$ cat config.mk
export PLATFORM = sky130hd
export DESIGN_NAME = cpu_bus_master
export DESIGN_NICKNAME = d
export VERILOG_FILES = /design/src/rtl/cpu_bus_master.sv
export SDC_FILE = /design/constraint.sdc
export NUM_CORES = 1
export LEC_CHECK = 0
export ABC_AREA = 1
export CORE_ASPECT_RATIO = 1.5
export CORE_MARGIN = 8
export CORE_UTILIZATION = 46
export DETAILED_ROUTE_END_ITERATION = 12
export MAX_ROUTING_LAYER = met4
export PLACE_DENSITY_LB_ADDON = 0.08
export SETUP_SLACK_MARGIN = 0.15
export SYNTH_ARGS = -nofsm -noshare
export SYNTH_HDL_FRONTEND = slang
export SYNTH_SLANG_ARGS = --single-unit
$ cat constraint.sdc
create_clock -name clk -period 2.4 [get_ports clk]
set_input_delay 0.24 -clock clk [delete_from_list [all_inputs] [get_ports clk]]
set_output_delay 0.24 -clock clk [all_outputs]
set_load 0.03 [all_outputs]
$ cat src/rtl/cpu_bus_master.sv
// CPU load/store adapter onto a strobed bus with a registered READY idle flag.
// One transaction in flight. Loads are lane-selected and extended on return.
module cpu_bus_master #(
  parameter int TIMEOUT = 16
) (
  input  logic        clk,
  input  logic        reset_n,
  input  logic        req_valid,
  output logic        req_ready,
  input  logic        req_we,
  input  logic [1:0]  req_size,
  input  logic        req_unsigned,
  input  logic [31:0] req_addr,
  input  logic [31:0] req_wdata,
  output logic        resp_valid,
  output logic        resp_err,
  output logic [31:0] resp_rdata,
  output logic [31:0] address,
  output logic [31:0] wdata,
  output logic [1:0]  WLEN,
  output logic        EN_N,
  input  logic        READY,
  input  logic [31:0] rdata
);

  typedef enum logic [1:0] {ST_IDLE, ST_ISSUE, ST_WAIT, ST_RESP} state_t;

  localparam int CW = (TIMEOUT > 1) ? $clog2(TIMEOUT) : 1;
  localparam logic [CW-1:0] CNT_LAST = CW'(TIMEOUT - 1);

  state_t          state;
  logic [CW-1:0]   wait_cnt;
  logic            lat_we;
  logic [1:0]      lat_size;
  logic            lat_uns;
  logic            bad_req;

  function automatic logic [1:0] opcode(input logic we, input logic [1:0] size);
    logic [1:0] op;
    op = 2'b00;
    if (we) begin
      case (size)
        2'd0:    op = 2'b01;
        2'd1:    op = 2'b10;
        default: op = 2'b11;
      endcase
    end
    return op;
  endfunction

  // Byte lane follows addr[0] only; the bus always returns the aligned halfword.
  function automatic logic [31:0] load_extend(input logic [31:0] d, input logic [1:0] size,
                                              input logic uns, input logic a0);
    logic [7:0]  lane;
    logic [31:0] res;
    lane = a0 ? d[15:8] : d[7:0];
    case (size)
      2'd0:    res = uns ? {24'd0, lane} : {{24{lane[7]}}, lane};
      2'd1:    res = uns ? {16'd0, d[15:0]} : {{16{d[15]}}, d[15:0]};
      default: res = d;
    endcase
    return res;
  endfunction

  // NOTE: every variable written in always_comb gets a default first, so no latch is inferred.
  always_comb begin
    bad_req = 1'b0;
    case (req_size)
      2'd1:    bad_req = req_addr[0];
      2'd2:    bad_req = |req_addr[1:0];
      2'd3:    bad_req = 1'b1;
      default: bad_req = 1'b0;
    endcase
  end

  assign req_ready = (state == ST_IDLE) && READY;

  // NOTE: sequential state uses non-blocking assignments only; reset clears every register,
  // since the bus-facing outputs must drop to idle values the moment reset_n falls.
  always_ff @(posedge clk or negedge reset_n) begin
    if (!reset_n) begin
      state      <= ST_IDLE;
      wait_cnt   <= '0;
      lat_we     <= 1'b0;
      lat_size   <= 2'd0;
      lat_uns    <= 1'b0;
      address    <= '0;
      wdata      <= '0;
      WLEN       <= 2'b00;
      EN_N       <= 1'b1;
      resp_valid <= 1'b0;
      resp_err   <= 1'b0;
      resp_rdata <= '0;
    end else begin
      case (state)
        ST_IDLE: begin
          if (req_valid && req_ready) begin
            address  <= req_addr;
            wdata    <= req_wdata;
            WLEN     <= opcode(req_we, req_size);
            lat_we   <= req_we;
            lat_size <= req_size;
            lat_uns  <= req_unsigned;
            if (bad_req) begin
              state      <= ST_RESP;
              resp_valid <= 1'b1;
              resp_err   <= 1'b1;
              resp_rdata <= '0;
            end else begin
              state <= ST_ISSUE;
              EN_N  <= 1'b0;
            end
          end
        end
        ST_ISSUE: begin
          state    <= ST_WAIT;
          EN_N     <= 1'b1;
          wait_cnt <= '0;
        end
        ST_WAIT: begin
          // READY is stale in the first WAIT cycle: the bus only drops it at the ISSUE edge.
          if ((wait_cnt != '0) && READY) begin
            state      <= ST_RESP;
            resp_valid <= 1'b1;
            resp_err   <= 1'b0;
            resp_rdata <= lat_we ? 32'd0 : load_extend(rdata, lat_size, lat_uns, address[0]);
          end else if (wait_cnt == CNT_LAST) begin
            state      <= ST_RESP;
            resp_valid <= 1'b1;
            resp_err   <= 1'b1;
            resp_rdata <= '0;
          end else begin
            wait_cnt <= wait_cnt + 1'b1;
          end
        end
        ST_RESP: begin
          state      <= ST_IDLE;
          resp_valid <= 1'b0;
          resp_err   <= 1'b0;
          resp_rdata <= '0;
        end
        default: state <= ST_IDLE;
      endcase
    end
  end

endmodule
==> results_dict.tcl, run 1 <==
set metrics [dict create \
    outcome "finished clean" \
    drive_gt1_frac 0.0473 \
    ant_nets 0 \
    yosys.area.top_type "dfrtp_1" \
    path_clk_slew_ns 0.08 \
    gr-usage-met3 0.0668 \
    timing.final.crit_share 0.880 \
    io_buffers 205 \
    tns_ns 0 \
    share_seq_of_total_power 0.309 \
    drc 0 \
    cts_buffers 9 \
    switching_share 0.452 \
    leakagePower_nw 3.70 \
    final_cells 948 \
    critPathCaptureType "register" \
    path_buf_inv 2 \
    grt_use_total 0.215 \
    synth_top_cell_area_share 0.559 \
    cp.required_ns 2.68 \
    r2r_setup_slack_ns 0.29 \
    drt_iter0_drc 197 \
    path_cells "inv_1 > ha_1 > nand2_1 > inv_2 > nand2_2 > nand2_2 > nand2_4 > nor2_8 > nand3_1 > nand2_1" \
    postSynth.asyncResetShare 1.00 \
    r2r-start "state[0]" \
    yosys_most_used_dff "dfrtp_1" \
    root_buffer "clkbuf_16" \
    internal-power_mw 5.28 \
    insertion_delay_ns 0.35 \
    layout_setup_ws_ns 0.288 \
    worst_pin_slew_ns 0.592 \
    netlist_instances 603 \
    grt_max_degree 58 \
    grt_overflow 0 \
    combPwrFrac 0.535 \
    cap_violations 0 \
    grt_pass1_vias 4734 \
    fin_util 0.704 \
    synth_commonest_cells "nand2_1, dfrtp_1, nand3_1, nor2_1, a21oi_1" \
    netlist_area_um2 4920 \
    dpl.hpwl_um 11200 \
    antenna_found_initial 0 \
    dp_cells 928 \
    ys.warnings.count 0 \
    die_h_um 143 \
    rows 46 \
    synth_area_leaders "dfrtp_1, nand2_1, nand3_1" \
    routedWlPerCell_um 16.4 \
    cts_tree "done" \
    area_growth_pct 50.7 \
    core_um2 10500 \
    fp.dieArea_um2 14300 \
    grt_pass1_wl_um 23700 \
    hold_ws_ns 0.387 \
    fin_skew_ns 0.00794 \
    finalCriticalPeriod_ns 2.11 \
    crit_slowest_cell "dfrtp_1" \
    synth_cell_types 27 \
    worstSetupStartpoint "state[0]" \
    dr.pass1.iters 4 \
    path_class "reg -> reg" \
    cts_sinks 111 \
    post_drt_via_cell_ratio 5.01 \
    initial_core_util 0.467 \
    yosysMostFrequentCell "nand2_1" \
    clock_path_buffers 2 \
    min-delay-path-class "in -> async" \
    synth-edff-count 0 \
    power.density_nw_per_um2 1300 \
    peakVddDrop_mv 0.797 \
    slew_violations 0 \
    power_switching_mw 4.36 \
    cts.htree.levels 3 \
    gr-max-usage-layer "met2" \
    max_freq_mhz 473 \
    ys_seq_elements 111 \
    die_w_um 100 \
    place_ws_ns 0.206 \
    hold_viol 0 \
    vias 4745 \
    antenna_cells 0 \
    critPathLaunchType "register" \
    crit_cells 10 \
    gp_congestion 0.806 \
    met2_usage 0.347 \
    crit_path_max_fanout 17 \
    crit_path_max_incr_delay_ns 0.43 \
    synth_nets 714 \
    ff2ff_path_depth 10 \
    final_nets 910 \
    crit_family "simple AND/OR/NAND/NOR gates" \
    yosysSeqAreaShare 0.565 \
    crit_path_end "resp_rdata[11]" \
    rsz0062_at_grt "yes" \
    r2r-end "resp_rdata[11]" \
    critPathArrivalTime_ns 2.39 \
    io_pins 206 \
    grt_util_met1 0.239 \
    slew_headroom 0.601 \
    syn_area_per_cell_um2 8.16 \
    wl_um 15600 \
    setup_viol 0 \
    clkPwrFrac 0.156 \
]
[registers in the layout (all words and copies together), names as in the netlist]
register,flops
EN_N,1
WLEN,2
address,32
lat_size,2
lat_uns,1
lat_we,1
resp_err,1
resp_rdata,32
resp_valid,1
state,2
wait_cnt,4
wdata,32
[what timing repair did]
item	4_1_cts	5_1_grt
setup endpoints to repair	0	36
hold endpoints to repair	34	0
gates resized for setup	0	4
buffers inserted	0	1
hold buffers	1	0
[cells by family after synthesis]
family | after synthesis | share of synthesized area
flip-flops | 111 | 0.565
adder cells (fa/ha/maj) | 7 | 0.0178
AND/OR/NAND/NOR | 404 | 0.333
AO/OA/AOI/OAI | 32 | 0.0330
buffers and inverters | 48 | 0.0496
XOR/XNOR | 1 | 0.00178
[per-layer routing]
layer  vias up  routed length [µm]
met2       208                7760
met4         0                 584
li1       2260                   -
met1      2238                5950
met5         -                   0
met3        39                1280
[worst min path at each step]
| stage | startpoint | end |
|---|---|---|
| 2_1_floorplan | reset_n | WLEN[0] |
| 3_3_place_gp | reset_n | resp_rdata[4] |
| 3_5_place_dp | reset_n | resp_rdata[4] |
| 4_1_cts | reset_n | resp_rdata[5] |
| 5_1_grt | req_wdata[5] | wdata[5] |
| 6_report | reset_n | resp_rdata[5] |
[area by class of cell]
cell class	instances	area (µm²)
fill	857	3110
sequential	111	2780
timing repair buffer	213	2150
multi-input combinational	446	1940
clock buffer	10	229
tap	144	180
clock inverter	6	71.3
inverter	18	70.1
[power by group through the flow]
stage,combinational [mW],clock (mW),sequential [mW]
finish,5.15,1.51,2.98
global route,5.53,1.61,3.05
CTS,4.99,1.53,2.97
detailed placement,4.96,0,3.00
global placement,4.87,0,2.96
floorplan,1.88,0,4.16
[layout by cell type, fill, tap and decap left out, drive strengths merged]
cell / n
clkinvlp: 2
nand3: 45
nand4: 3
dlygate4sd3: 1
dfrtp: 110
nand2: 331
nor2: 25
dlymetal6s2s: 1
buf: 8
xor2: 1
inv: 16
or2: 1
clkdlybuf4s50: 203
clkbuf: 10
a21oi: 16
ha: 7
o21ai: 15
dfstp: 1
o211ai: 1
bufinv: 1
nor3: 1
clkinv: 5
[stage by stage]
step	power, mW	area [µm²]
2_1_floorplan	6.04	4920
5_1_grt	10.2	7420
3_3_place_gp	7.84	7050
4_1_cts	9.49	7360
6_report	9.64	7420
3_5_place_dp	7.95	7050
Power figures use the tool's default switching activity.
==> run 2: changes to the inputs <==
--- a/config.mk
+++ b/config.mk
@@ -6,10 +6,12 @@
 export NUM_CORES = 1
 export LEC_CHECK = 0
 export ABC_AREA = 1
+export CAP_MARGIN = 20
 export CORE_ASPECT_RATIO = 1.5
 export CORE_MARGIN = 8
 export CORE_UTILIZATION = 46
 export DETAILED_ROUTE_END_ITERATION = 12
+export GPL_ROUTABILITY_DRIVEN = 0
 export MAX_ROUTING_LAYER = met4
 export PLACE_DENSITY_LB_ADDON = 0.08
 export SETUP_SLACK_MARGIN = 0.15
==> results of run 2 <==
Same layout as run 1: the final DEF is identical, and so are final timing and power.
==> RTL edit: new RTL, settings of run 1 <==
Re-encode `state_t` (4 states) as Gray code, 2 bits wide.
--- a/src/rtl/cpu_bus_master.sv
+++ b/src/rtl/cpu_bus_master.sv
@@ -23,7 +23,7 @@
   input  logic [31:0] rdata
 );
 
-  typedef enum logic [1:0] {ST_IDLE, ST_ISSUE, ST_WAIT, ST_RESP} state_t;
+  typedef enum logic [1:0] {ST_IDLE = 2'b00, ST_ISSUE = 2'b01, ST_WAIT = 2'b11, ST_RESP = 2'b10} state_t;
 
   localparam int CW = (TIMEOUT > 1) ? $clog2(TIMEOUT) : 1;
   localparam logic [CW-1:0] CNT_LAST = CW'(TIMEOUT - 1);
Check against the original RTL: no difference found for any inputs over 4 cycles, from zero or initial values and one cycle with reset_n low; so few cycles prove little.
==> RTL edit against run 1 <==
- worst setup slack better by 0.091 ns
- sequential cell count unchanged
- total power down 4.7%
- design area down 1.7%
- critical endpoint is now req_ready
- synthesized area down 2.0%
- combinational power down 12%
- wire length down 12%
- largest power group unchanged
- core utilization down 0.45 points
==> RTL edit: results (changes against run 1) <==
GPL Wtd Cong 0.7701 (was 0.8063); grt met3 use 7.357% (was 6.676%); Post-Synth Adder-Cell Area 0.5187% (was 1.779%); fin nets 870 (was 910); Worst Tran Pin Value 0.7010 ns (was 0.5917 ns); vias in the first global route 4326 (was 4734); Total Wirelength 13750 um (was 15570 um); top post-synthesis cells by count nand2_1 (304), dfrtp_1 (110), nand3_1 (27) (was nand2_1 (326), dfrtp_1 (110), nand3_1 (44)); sequential area share after synthesis 57.60% (was 56.46%); Hold Slack 0.4091 ns (was 0.3871 ns); Reg2Reg Launch Point wait_cnt[0] (was state[0]); Worst R2R Setup Slack 0.64 ns (was 0.29 ns); layout cells sized above 1 9.233% (was 4.726%); Compound-Gate Fraction of Synth Area 2.697% (was 3.305%); XOR/XNOR share of the synthesized area 0% (was 0.1779%); Clock Skew 0.009203 ns (was 0.007944 ns); GRT met2 Usage 31.26% (was 34.74%); largest net degree at the start of global routing 72 (was 58); R2R depth 8 (was 10); synthesized net count 672 (was 714); multi-input logic area 1802 um2 (was 1938 um2); VDD IR max 0.6768 mV (was 0.7968 mV); first-pass GRT wire length 21940 um (was 23670 um); maximum fanout along the worst path 4 (was 17); P_sw 3.925 mW (was 4.356 mW); placed insts 896 (was 928); DP Area 6952 um2 (was 7052 um2); outcome finished clean (unchanged); final non-filler cell total 913 (was 948)
-- RTL edit: routing by layer --
layer  share of wire [%]  vias to the layer above  wire (um)
li1                    -                     2129          -
met1                  41                     2002       5590
met2                  48                      157       6640
met3                 8.3                       18       1138
met4                 2.8                        0        383
met5                   0                        -          0
-- RTL edit: timing repair --
item,CTS,global route
resized for setup,0,0
hold buffers,1,0
endpoints found under the hold margin,34,0
-- RTL edit: how the worst max path moves through the flow --
| stage | slack, ns | cells past startpoint | end |
|---|---|---|---|
| finish | 0.38 | 4 | req_ready |
| global route | 0.30 | 4 | req_ready |
| CTS | 0.36 | 4 | req_ready |
| detailed placement | 0.48 | 8 | resp_err |
| global placement | 0.49 | 4 | req_ready |
| floorplan | 0.93 | 9 | resp_rdata[0] |
-- RTL edit: area by class of cell --
class                      count  share of cell area [%]
timing repair buffer         211                   29.10
tap                          144                   2.471
sequential                   111                   38.11
clock buffer                   9                   3.089
multi-input combinational    410                   24.71
clock inverter                 7                   1.441
inverter                      21                   1.081
-- RTL edit: power groups by stage --
stage	logic (mW)	clock network, mW	registers (mW)
final	4.53	1.63	3.03
after global routing	4.86	1.75	3.12
after CTS	4.58	1.67	3.03
after detailed placement	4.55	0	3.05
after global placement	4.50	0	3.02
after floorplan	1.45	0	4.28
-- RTL edit: critical path, stage by stage, from the launching register on --
cell and delay [ns]:
dfrtp_1 0.44, inv_2 0.10, nand2_2 0.07, nor2_4 0.11
clkdlybuf4s50_1 0.72
-- RTL edit: kinds of logic after synthesis --
group                      after synthesis
DFF                                    111
buffers and inverters                   45
adders and majority gates                2
AOI/OAI and AO/OA                       26
and+or+nand+nor                        382
